===== config.mk =====
export PLATFORM = sky130hd
export DESIGN_NAME = dreq_fifo_source
export DESIGN_NICKNAME = d
export VERILOG_FILES = /design/src/rtl/dreq_fifo_source.sv
export SDC_FILE = /design/constraint.sdc
export NUM_CORES = 1
export LEC_CHECK = 0
export BUFFER_PORTS_ARGS = -buffer_cell sky130_fd_sc_hd__buf_2
export CORE_MARGIN = 1
export CORE_UTILIZATION = 29
export DETAILED_ROUTE_END_ITERATION = 10
export PLACE_DENSITY = 0.41
export SKIP_CTS_REPAIR_TIMING = 1
export SYNTH_ARGS = -nofsm -noshare
export SYNTH_HDL_FRONTEND = slang
export SYNTH_SLANG_ARGS = --single-unit

===== constraint.sdc =====
create_clock -name CLK -period 4.78 [get_ports CLK]
set_input_delay 0.956 -clock CLK [delete_from_list [all_inputs] [get_ports CLK]]
set_output_delay 0.956 -clock CLK [all_outputs]
set_load 0.01 [all_outputs]

===== src/rtl/dreq_fifo_source.sv =====
// Peripheral-side model for a DMAC: a producer-fed word FIFO that drives DREQ and
// answers DACK-qualified bus reads with programmable wait states.
module dreq_fifo_source #(
    parameter int          DEPTH       = 16,
    parameter int          THRESH      = 1,
    parameter int          WAIT_STATES = 2,
    parameter logic [31:0] BASE_ADDR   = 32'h0200_0000
) (
    input  logic        CLK,
    input  logic        RST_N,
    input  logic        CE_R,
    input  logic        DL,
    input  logic        DS,
    input  logic        AL,
    output logic        DREQ,
    input  logic        DACK,
    input  logic [31:0] BUS_A,
    input  logic [31:0] BUS_DI,
    output logic [31:0] BUS_DO,
    input  logic        BUS_WE,
    input  logic        BUS_REQ,
    output logic        BUS_WAIT,
    input  logic        PUSH,
    input  logic [31:0] PUSH_DATA,
    output logic        FULL,
    input  logic        CLR,
    output logic        OVERRUN,
    output logic        UNDERRUN
);
    localparam int AW = (DEPTH > 1) ? $clog2(DEPTH) : 1;
    localparam int CW = AW + 1;
    localparam logic [CW-1:0] DEPTH_C  = CW'(DEPTH);
    localparam logic [CW-1:0] THRESH_C = CW'(THRESH);
    localparam logic [CW-1:0] CNT_ONE  = CW'(1);
    localparam logic [AW-1:0] PTR_ONE  = AW'(1);
    localparam logic [3:0]    WAIT_C   = 4'(WAIT_STATES);

    typedef enum logic [2:0] {IDLE, DREAD, SREAD, WDONE, DONE} state_t;

    state_t        state_reg;
    logic [3:0]    wait_reg;
    logic [31:0]   mem [DEPTH];
    logic [AW-1:0] wr_ptr_reg;
    logic [AW-1:0] rd_ptr_reg;
    logic [CW-1:0] count_reg;
    logic [CW-1:0] count_next;
    logic [31:0]   bus_do_reg;
    logic [31:0]   last_data_reg;
    logic          bus_wait_reg;
    logic          full_reg;
    logic          overrun_reg;
    logic          underrun_reg;
    logic          dreq_reg;

    logic          sel;
    logic          acked;
    logic          push_ok;
    logic          read_done;
    logic          pop;
    logic          underflow;
    logic          req_raw;
    logic [7:0]    count_lo;
    logic [31:0]   status_word;
    logic          unused_bits;

    assign sel         = BUS_REQ & (BUS_A[31:2] == BASE_ADDR[31:2]);
    assign acked       = (DACK == AL);
    // The access completes on the CE_R cycle that brings the wait counter to zero.
    assign read_done   = ((state_reg == DREAD) || (state_reg == SREAD)) && (wait_reg <= 4'd1);
    assign pop         = read_done && (state_reg == DREAD) && (count_reg != '0);
    assign underflow   = read_done && (state_reg == DREAD) && (count_reg == '0);
    assign push_ok     = PUSH && (count_reg != DEPTH_C);
    assign req_raw     = (count_next >= THRESH_C);
    assign count_lo    = 8'(count_reg);
    assign status_word = {overrun_reg, underrun_reg, 22'b0, count_lo};
    assign unused_bits = ^{BUS_DI, BUS_A[1:0]};

    always_comb begin
        count_next = count_reg;
        if (push_ok && !pop) begin
            count_next = count_reg + CNT_ONE;
        end else if (!push_ok && pop) begin
            count_next = count_reg - CNT_ONE;
        end
    end

    always_ff @(posedge CLK) begin
        if (CE_R && push_ok) begin
            mem[wr_ptr_reg] <= PUSH_DATA;
        end
    end

    always_ff @(posedge CLK) begin
        if (!RST_N) begin
            state_reg     <= IDLE;
            wait_reg      <= '0;
            wr_ptr_reg    <= '0;
            rd_ptr_reg    <= '0;
            count_reg     <= '0;
            bus_do_reg    <= '0;
            last_data_reg <= '0;
            bus_wait_reg  <= 1'b0;
            full_reg      <= 1'b0;
            overrun_reg   <= 1'b0;
            underrun_reg  <= 1'b0;
            dreq_reg      <= ~DL;
        end else if (CE_R) begin
            count_reg <= count_next;
            full_reg  <= (count_next == DEPTH_C);
            if (push_ok) begin
                wr_ptr_reg <= wr_ptr_reg + PTR_ONE;
            end
            if (pop) begin
                rd_ptr_reg <= rd_ptr_reg + PTR_ONE;
            end

            // Edge mode forces one inactive cycle per pop so each transfer yields a fresh edge.
            if (DS && pop) begin
                dreq_reg <= ~DL;
            end else begin
                dreq_reg <= req_raw ? DL : ~DL;
            end

            if (PUSH && !push_ok) begin
                overrun_reg <= 1'b1;
            end else if (CLR) begin
                overrun_reg <= 1'b0;
            end
            if (underflow) begin
                underrun_reg <= 1'b1;
            end else if (CLR) begin
                underrun_reg <= 1'b0;
            end

            case (state_reg)
                IDLE: begin
                    if (sel) begin
                        if (BUS_WE) begin
                            state_reg    <= WDONE;
                            bus_wait_reg <= 1'b0;
                        end else begin
                            state_reg    <= acked ? DREAD : SREAD;
                            wait_reg     <= WAIT_C;
                            bus_wait_reg <= (WAIT_C != 4'd0);
                        end
                    end
                end
                DREAD, SREAD: begin
                    if (read_done) begin
                        bus_wait_reg <= 1'b0;
                        wait_reg     <= '0;
                        state_reg    <= DONE;
                        if (state_reg == SREAD) begin
                            bus_do_reg <= status_word;
                        end else if (count_reg != '0) begin
                            bus_do_reg    <= mem[rd_ptr_reg];
                            last_data_reg <= mem[rd_ptr_reg];
                        end else begin
                            bus_do_reg <= last_data_reg;
                        end
                    end else begin
                        wait_reg <= wait_reg - 4'd1;
                    end
                end
                WDONE, DONE: begin
                    bus_wait_reg <= 1'b0;
                    state_reg    <= IDLE;
                end
                default: begin
                    state_reg    <= IDLE;
                    bus_wait_reg <= 1'b0;
                end
            endcase
        end
    end

    assign DREQ     = dreq_reg;
    assign BUS_DO   = bus_do_reg;
    assign BUS_WAIT = bus_wait_reg;
    assign FULL     = full_reg;
    assign OVERRUN  = overrun_reg;
    assign UNDERRUN = underrun_reg;
endmodule


==> results.cfg, run 1 <==
[grt]
grt.overflow.total = 0
gr-usage-met2_pct = 23.6
met1_usage_pct = 20.8
grt.busiest_layer = met2
grt_pass1_wl_um = 88100
gr-usage-met3_pct = 2.77
grtUsageTotal_pct = 14.8
grt_pass1_vias = 12600
grt_max_degree = 52
antenna_found_initial = 6

[yosys]
syn-cell-area_um2 = 23500
yosysSeqAreaShare_pct = 73.3
avgSynthCellArea_um2 = 19.0
synth_top_cell_by_area = edfxtp_1
ys_types = 53
yosys-top-cells-count = 513 x edfxtp_1, 160 x mux4_2, 128 x nand2_1, 92 x dfxtp_1, 43 x clkbuf_1
yosysWarningCount = 0
yosysTopAreaCellShare_pct = 65.5
syn_inst = 1239
async_flop_share_pct = 0
syn-num-nets = 1355
post_synth_main_area_contributors = edfxtp_1 65%, mux4_2 15%, dfxtp_1 7.8%
ys_ff_latch = 605
ys.flop_type = edfxtp_1
yosysMostFrequentCell = edfxtp_1
synth_edf_count = 513

[timing]
timing.slew.headroom_pct = 33.4
period_share_pct = 71.1
setup_tns_ps = 0
fin_crit_ps = 3400
drv_slew = 0
skew_ps = 23.8
fmax_mhz = 294
fin_ws_ps = 1380
tightest_slew_ps = 995
rsz0062_at_grt = false
final-hold-violation-count = 0
setup_violations = 0

[floorplan]
fp.dieH_um = 287
core_um2 = 80400
die_area_um2 = 82300
die_w_um = 287
num_rows = 104
start_util_pct = 29.3
io-pin-count = 144

[power]
power_frac_comb_pct = 2.5
leakagePower_nw = 8.67
switching_power_mw = 2.27
intPower_mw = 8.91
powerDensity_nw_per_um2 = 401
swShare_pct = 20.3
pwr-share-seq_pct = 51.5
ir_drop_mv = 0.217
total_power_mw = 11.2
p_clk_share_pct = 46.0

[setup_path]
r2r_end = mem[11][5]
startpoint = count_reg[0]
worstSetupEndpoint = mem[11][5]
worst_ep_arrival_time_ps = 3680
rrSetupSlack_ps = 1380
critPathKind = register to register
worstPathRequired_ps = 5060
endpoint_kind = register
critPathLaunchType = register
r2r-start = count_reg[0]
crit_path_max_fanout = 22
reg2regPathDepth = 8

[clock_tree]
cts_tree = yes
clk_latency_ps = 600
cts_made_buffers = 69
clock_sinks = 605
htreeDepth = 3
cts_buffer_depth = 3
clk_pin_slew_worst_paths_ps = 60
root_buffer = clkbuf_16

[job]
drv_cap = 0

[layout]
syn_to_final_growth_pct = 18.5
postLayoutCoreUtil_pct = 34.7
nNetsFinal = 1504
antennaDiodeCount = 0
final_cells = 2498
layout-drive-gt1-share_pct = 29.3
largest_reg_flops = 512
n_fill_cell = 7603

[route]
wirelength_um = 59700
drtPass1Iterations = 5
num_vias = 11900
drt_iter0_drc = 822
drc_errors = 0
ant_nets = 0
post_drt_via_cell_ratio = 4.78
wire_per_inst_um = 23.9

[placed_design]
place_ws_ps = 952
placedCellCount = 2377
portBuffers = 109
globalplace.congestion = 0.778
hpwl_um = 33700

[hold_path]
hp-class = register to register

[outcome]
status = finished, final reports clean
## how the worst min path moves through the flow
stage	startpoint	to	slack, ps	cells after the start
after detailed placement	BUS_DO[26]	BUS_DO[26]	440	2
after floorplan	last_data_reg[0]	last_data_reg[0]	430	2
after global placement	BUS_DO[9]	BUS_DO[9]	440	2
final	BUS_DO[9]	BUS_DO[9]	440	2
after CTS	BUS_DO[8]	BUS_DO[8]	450	2
after global routing	BUS_DO[8]	BUS_DO[8]	470	2
## per-stage QoR
step	hold WS, ps	cell area, µm²
3_3_place_gp	439	25700
6_report	444	27900
2_1_floorplan	434	23500
3_5_place_dp	441	25700
4_1_cts	448	27900
5_1_grt	468	27900
## critical path: stages, from the launching register on
cell and delay (ps):
dfxtp_1 470, inv_1 160, ha_1 320, nand4bb_1 170
nand2_1 140, nor2_1 560, nand2_1 420, nor2_4 540
buf_12 290
## layout by cell type (no fill, tap or decap), types with 3 or more instances in the layout
cell type and n:
dfxtp_1 88, nor3_1 5, nor3b_1 3, a21boi_1 31, and2_1 12, buf_2 109
mux4_2 160, buf_12 14, mux2i_1 38, clkinv_1 9, clkinv_2 4, bufinv_16 3
buf_4 22, xor2_1 3, o21ai_1 35, clkbuf_16 74, a21oi_1 11, clkbuf_8 5
nor4_1 7, inv_1 11, o21ai_0 7, a211oi_1 3, o31ai_1 3, nor2b_1 6
clkbuf_1 25, nor2_4 12, edfxtp_1 513, ha_1 9, nor2_1 15, nor3_2 5
nand2_1 127, nand3_1 13, nand4_1 5, o211ai_1 3, xnor2_1 11
## kinds of logic (layout without fill, tap and decap cells)
family                     Yosys count  in the layout  synth area share, %
and+or+nand+nor                    226            226                 4.39
xor gates and xnor gates            14             14                0.521
muxes                              198            198                 16.9
AOI/OAI and AO/OA                  108            108                 2.96
buffers and inverters               79            278                 1.41
adders and majority gates            9              9                0.479
DFF                                605            605                 73.3
## power by group through the flow
stage / registers, mW / logic [mW] / clock network, mW
after floorplan: 5.87 / 0.127 / 0
after global placement: 5.86 / 0.280 / 0
after detailed placement: 5.86 / 0.286 / 0
after CTS: 5.75 / 0.286 / 5.32
after global routing: 5.75 / 0.307 / 5.51
final: 5.75 / 0.281 / 5.15
## final cells by class
type / count / area (µm²) / share of cell area [%]
sequential: 605 / 17300 / 61.9
multi-input combinational: 555 / 6070 / 21.8
clock buffer: 104 / 2010 / 7.23
tap: 1060 / 1330 / 4.76
timing repair buffer: 145 / 991 / 3.55
clock inverter: 17 / 176 / 0.633
inverter: 12 / 45.0 / 0.162
## routing by layer
metal | up-vias | part of all wire, %
li1 | 5278 | -
met1 | 6317 | 47
met2 | 260 | 47
met3 | 85 | 4.2
met4 | 4 | 1.9
met5 | - | 0.034
No activity file was read; power rests on OpenSTA's default activity.
==> inputs of run 2 (changes only) <==
- clock period: 4.78 -> 3.42 ns (I/O delays scaled with it)
==> run 2 against run 1 <==
Maximum frequency rose by 21%. Die area stayed put. Worst hold slack lost 48 ps. Sequential power increased by 40%. Utilization is 0.64 points higher. Setup slack worse by 770 ps. Final area up 1.9%. Via count grew 1.2%. Flip-flop and latch count unchanged. Critical endpoint is now mem[12][2]. Largest cell class unchanged. Largest power group unchanged.
==> results.cfg, run 2 (synthesis results as in run 1) <==
[outcome]
status = finished, final reports clean

[layout]
antennaDiodeCount = 0
postLayoutCoreUtil_pct = 35.3
nNetsFinal = 1542
layout-drive-gt1-share_pct = 31.7
final_common_cell = edfxtp_1
syn_to_final_growth_pct = 20.7
n_fill_cell = 7596
layout_common_cells = 513 x edfxtp_1, 160 x mux4_2, 128 x nand2_1, 109 x buf_2, 88 x dfxtp_1
largest_reg_flops = 512

[setup_path]
r2r-start = count_reg[0]
reg2regPathDepth = 9
r2r_end = mem[12][2]
critPathLaunchType = register
worstSetupEndpoint = mem[12][2]
worstPathRequired_ps = 3660
crit_path_max_fanout = 16
endpoint_kind = register
startpoint = count_reg[0]
rrSetupSlack_ps = 610
critPathKind = register to register
worst_ep_arrival_time_ps = 3050

[timing]
fmax_mhz = 356
timing.slew.headroom_pct = 38.8
skew_ps = 23.2
setup_tns_ps = 0
setup_violations = 0
drv_slew = 0
fin_crit_ps = 2810
tightest_slew_ps = 916
rsz0062_at_grt = false
final-hold-violation-count = 0
period_share_pct = 82.2

[clock_tree]
clk_latency_ps = 600
cts_tree = yes
cts_made_buffers = 71
clk_pin_slew_worst_paths_ps = 60
htreeDepth = 3
cts_buffer_depth = 3
clock_sinks = 605
root_buffer = clkbuf_16

[placed_design]
globalplace.congestion = 0.770
portBuffers = 109
hpwl_um = 37400

[power]
leakagePower_nw = 8.93
powerDensity_nw_per_um2 = 558
ir_drop_mv = 0.299

[route]
post_drt_via_cell_ratio = 4.75
ant_nets = 0
wirelength_um = 62100
drc_errors = 0
wire_per_inst_um = 24.4
num_vias = 12100
drtPass1Iterations = 5
drt_iter0_drc = 837

[grt]
grt_pass1_vias = 12900
grtUsageTotal_pct = 15.4
grt_max_degree = 33
antenna_found_initial = 4
grt_pass1_wl_um = 90400
grt.overflow.total = 0

[floorplan]
io-pin-count = 144
die_w_um = 287
start_util_pct = 29.3
die_area_um2 = 82300
fp.dieH_um = 287
num_rows = 104
core_um2 = 80400

[job]
drv_cap = 0

[hold_path]
whs_path_depth = 2
hp-class = input pin to register
[run 2: cell count changes in the layout (fill, tap and decap cells not counted), moves of 2 or more]
cell / delta
clkbuf_1: -4
clkbuf_8: +3
buf_12: +10
nor3_4: +4
nor3_2: -4
clkinv_2: +10
buf_4: +26
inv_6: +2
[run 2: worst min-delay path by stage]
stage | endpoint | start | slack, ps
floorplan | last_data_reg[0] | last_data_reg[0] | 430
global placement | BUS_DO[16] | BUS_DO[16] | 440
detailed placement | BUS_DO[23] | BUS_DO[23] | 440
CTS | DREQ | DL | 350
global route | DREQ | DL | 370
finish | DREQ | DL | 400
[run 2: metrics by stage]
| stage | power, mW | worst slack [ps] | hold slack (ps) | instance area, µm² | cells |
|---|---|---|---|---|---|
| after floorplan | 8.38 | 61.2 | 434 | 23500 | 1239 |
| after global placement | 8.59 | 630 | 439 | 26100 | 2413 |
| after detailed placement | 8.60 | 630 | 442 | 26100 | 2413 |
| after CTS | 16.1 | 600 | 354 | 28400 | 2544 |
| after global routing | 16.4 | 408 | 370 | 28400 | 2544 |
| final | 15.8 | 608 | 396 | 28400 | 2544 |
[run 2: final cells by class]
cell class,instances,area [µm²],area share [%]
Inverter,12,45.0,0.159
Timing Repair Buffer,181,1390,4.88
Sequential cell,605,17300,60.8
Multi-Input combinational cell,555,6090,21.5
Tap cell,1060,1330,4.67
Clock buffer,103,2040,7.19
Clock inverter,28,250,0.881
[run 2: worst max-delay path: stages, from the launching register on]
cell	delay, ps
dfxtp_1	450
inv_1	160
ha_1	310
nand4bb_1	170
nand2_1	140
nor2_1	130
buf_4	200
nand2_1	270
nor2_4	230
buf_4	380
[run 2: power by group]
group          internal, mW  leakage [nW]  switching (mW)
combinational         0.138          2.43           0.258
sequential             8.03          5.37          0.0118
clock                  4.45          1.13            2.95
total                  12.6          8.93            3.22
[run 2: routing by layer]
metal	global-route usage [%]	routed length, µm	vias up
met1	21.5	29300	6400
met2	24.8	29200	225
met5	0	30	-
li1	-	-	5367
met3	2.83	2400	86
met4	3.76	1220	6
==> inputs of run 3 (changes only) <==
- clock period: 3.42 -> 2.9 ns (I/O delays scaled with it)
==> run 3 against run 2 <==
Clock-buffer cell count rose by 2. Largest power group unchanged. Flip-flop and latch count did not move. Combinational power rose by 21%. Largest cell class unchanged. Final cell count rose by 0.24%.
==> results.cfg, run 3 (synthesis results as in run 1) <==
[clock_tree]
root_buffer = clkbuf_16
clk_latency_ps = 600
cts_tree = yes
clk_pin_slew_worst_paths_ps = 50
cts_made_buffers = 72
cts_buffer_depth = 3
clock_sinks = 605
htreeDepth = 3

[power]
p_clk_share_pct = 46.4
leakagePower_nw = 8.94
ir_drop_mv = 0.410
powerDensity_nw_per_um2 = 652
pwr-share-seq_pct = 51.0
intPower_mw = 14.8
swShare_pct = 20.5
switching_power_mw = 3.81
power_frac_comb_pct = 2.6
total_power_mw = 18.6

[floorplan]
num_rows = 104
start_util_pct = 29.3
die_w_um = 287
fp.dieH_um = 287
core_um2 = 80400
io-pin-count = 144
die_area_um2 = 82300

[outcome]
status = finished, final reports clean

[job]
drv_cap = 0

[timing]
skew_ps = 18.8
fmax_mhz = 368
drv_slew = 0
final-hold-violation-count = 0
fin_crit_ps = 2720
tightest_slew_ps = 800
period_share_pct = 93.7
setup_violations = 0
fin_ws_ps = 183
timing.slew.headroom_pct = 46.6
rsz0062_at_grt = false
holdWs_ps = 272

[setup_path]
critPathLaunchType = register
critPathMaxStageDelay_ps = 350
cpLargestDelayFamily = simple AND/OR/NAND/NOR gates
worst-path-stages = 10
endpoint_kind = register
worstPathRequired_ps = 3190
critPathKind = register to register
crit_path_top_delay_cell = nor3_4
worst_ep_arrival_time_ps = 3010
crit_path_max_fanout = 17
path_buf_inv = 4
reg2regPathDepth = 10
path_cells = inv_1, ha_1, buf_4, nand4bb_1, nand2_1, nor2_1, buf_4, nand2_1, nor3_4, buf_12

[layout]
n_fill_cell = 7564
multi_input_area_um2 = 6090
regArea_um2 = 17300
layout_common_cells = 513 x edfxtp_1, 160 x mux4_2, 128 x nand2_1, 109 x buf_2, 88 x dfxtp_1
final_cells = 2550
syn_to_final_growth_pct = 21.2
final_common_cell = edfxtp_1
nNetsFinal = 1548
largest_reg_flops = 512
layout-drive-gt1-share_pct = 31.6

[placed_design]
globalplace.congestion = 0.771
placedCellCount = 2418
portBuffers = 109
hpwl_um = 35600
place_ws_ps = 168

[route]
ant_nets = 0
post_drt_via_cell_ratio = 4.77
num_vias = 12200
wirelength_um = 61600
drtPass1Iterations = 5
drt_iter0_drc = 846
drc_errors = 0
wire_per_inst_um = 24.2

[grt]
grt.overflow.total = 0
grtUsageTotal_pct = 15.3
grt_pass1_wl_um = 90200
grt_max_degree = 35
grt_pass1_vias = 12700
antenna_found_initial = 1

[hold_path]
whs_path_depth = 2
hp-class = input pin to register
-- run 3: metal layers --
metal  track usage [%]  wire, µm
met3              2.49      2820
met1              21.3     28500
met5                 0         0
met2              24.8     29400
met4              4.11       920
-- run 3: path summary, 6_finish.rpt --
path | start | endpoint | slack, ps
max | count_reg[0] | mem[3][20] | 180
min | DL | DREQ | 270
max reg2reg | count_reg[0] | mem[3][20] | 180
min reg2reg | BUS_DO[15] | BUS_DO[15] | 440
-- run 3: power by group through the flow --
stage / registers [mW] / clock network, mW / logic (mW)
5_1_grt: 9.48 / 9.23 / 0.523
2_1_floorplan: 9.67 / 0 / 0.210
4_1_cts: 9.48 / 8.92 / 0.488
6_report: 9.48 / 8.64 / 0.478
3_3_place_gp: 9.66 / 0 / 0.478
3_5_place_dp: 9.66 / 0 / 0.487
-- run 3: area by class of cell --
cell class	count	area share, %
flip-flops and latches	605	60.5
clock buffers	105	7.16
diodes	1	0.00878
clock inverters	26	0.755
multi-input cells	555	21.4
repair buffers	186	5.39
well taps	1060	4.65
inverters	12	0.158
-- run 3: metrics by stage --
stage,instance area [µm²],util (%),setup TNS [ps]
3_5_place_dp,26300,32.7,0
5_1_grt,28500,35.5,0
3_3_place_gp,26300,32.7,0
6_report,28500,35.5,0
2_1_floorplan,23600,-,-190070
4_1_cts,28500,35.5,0
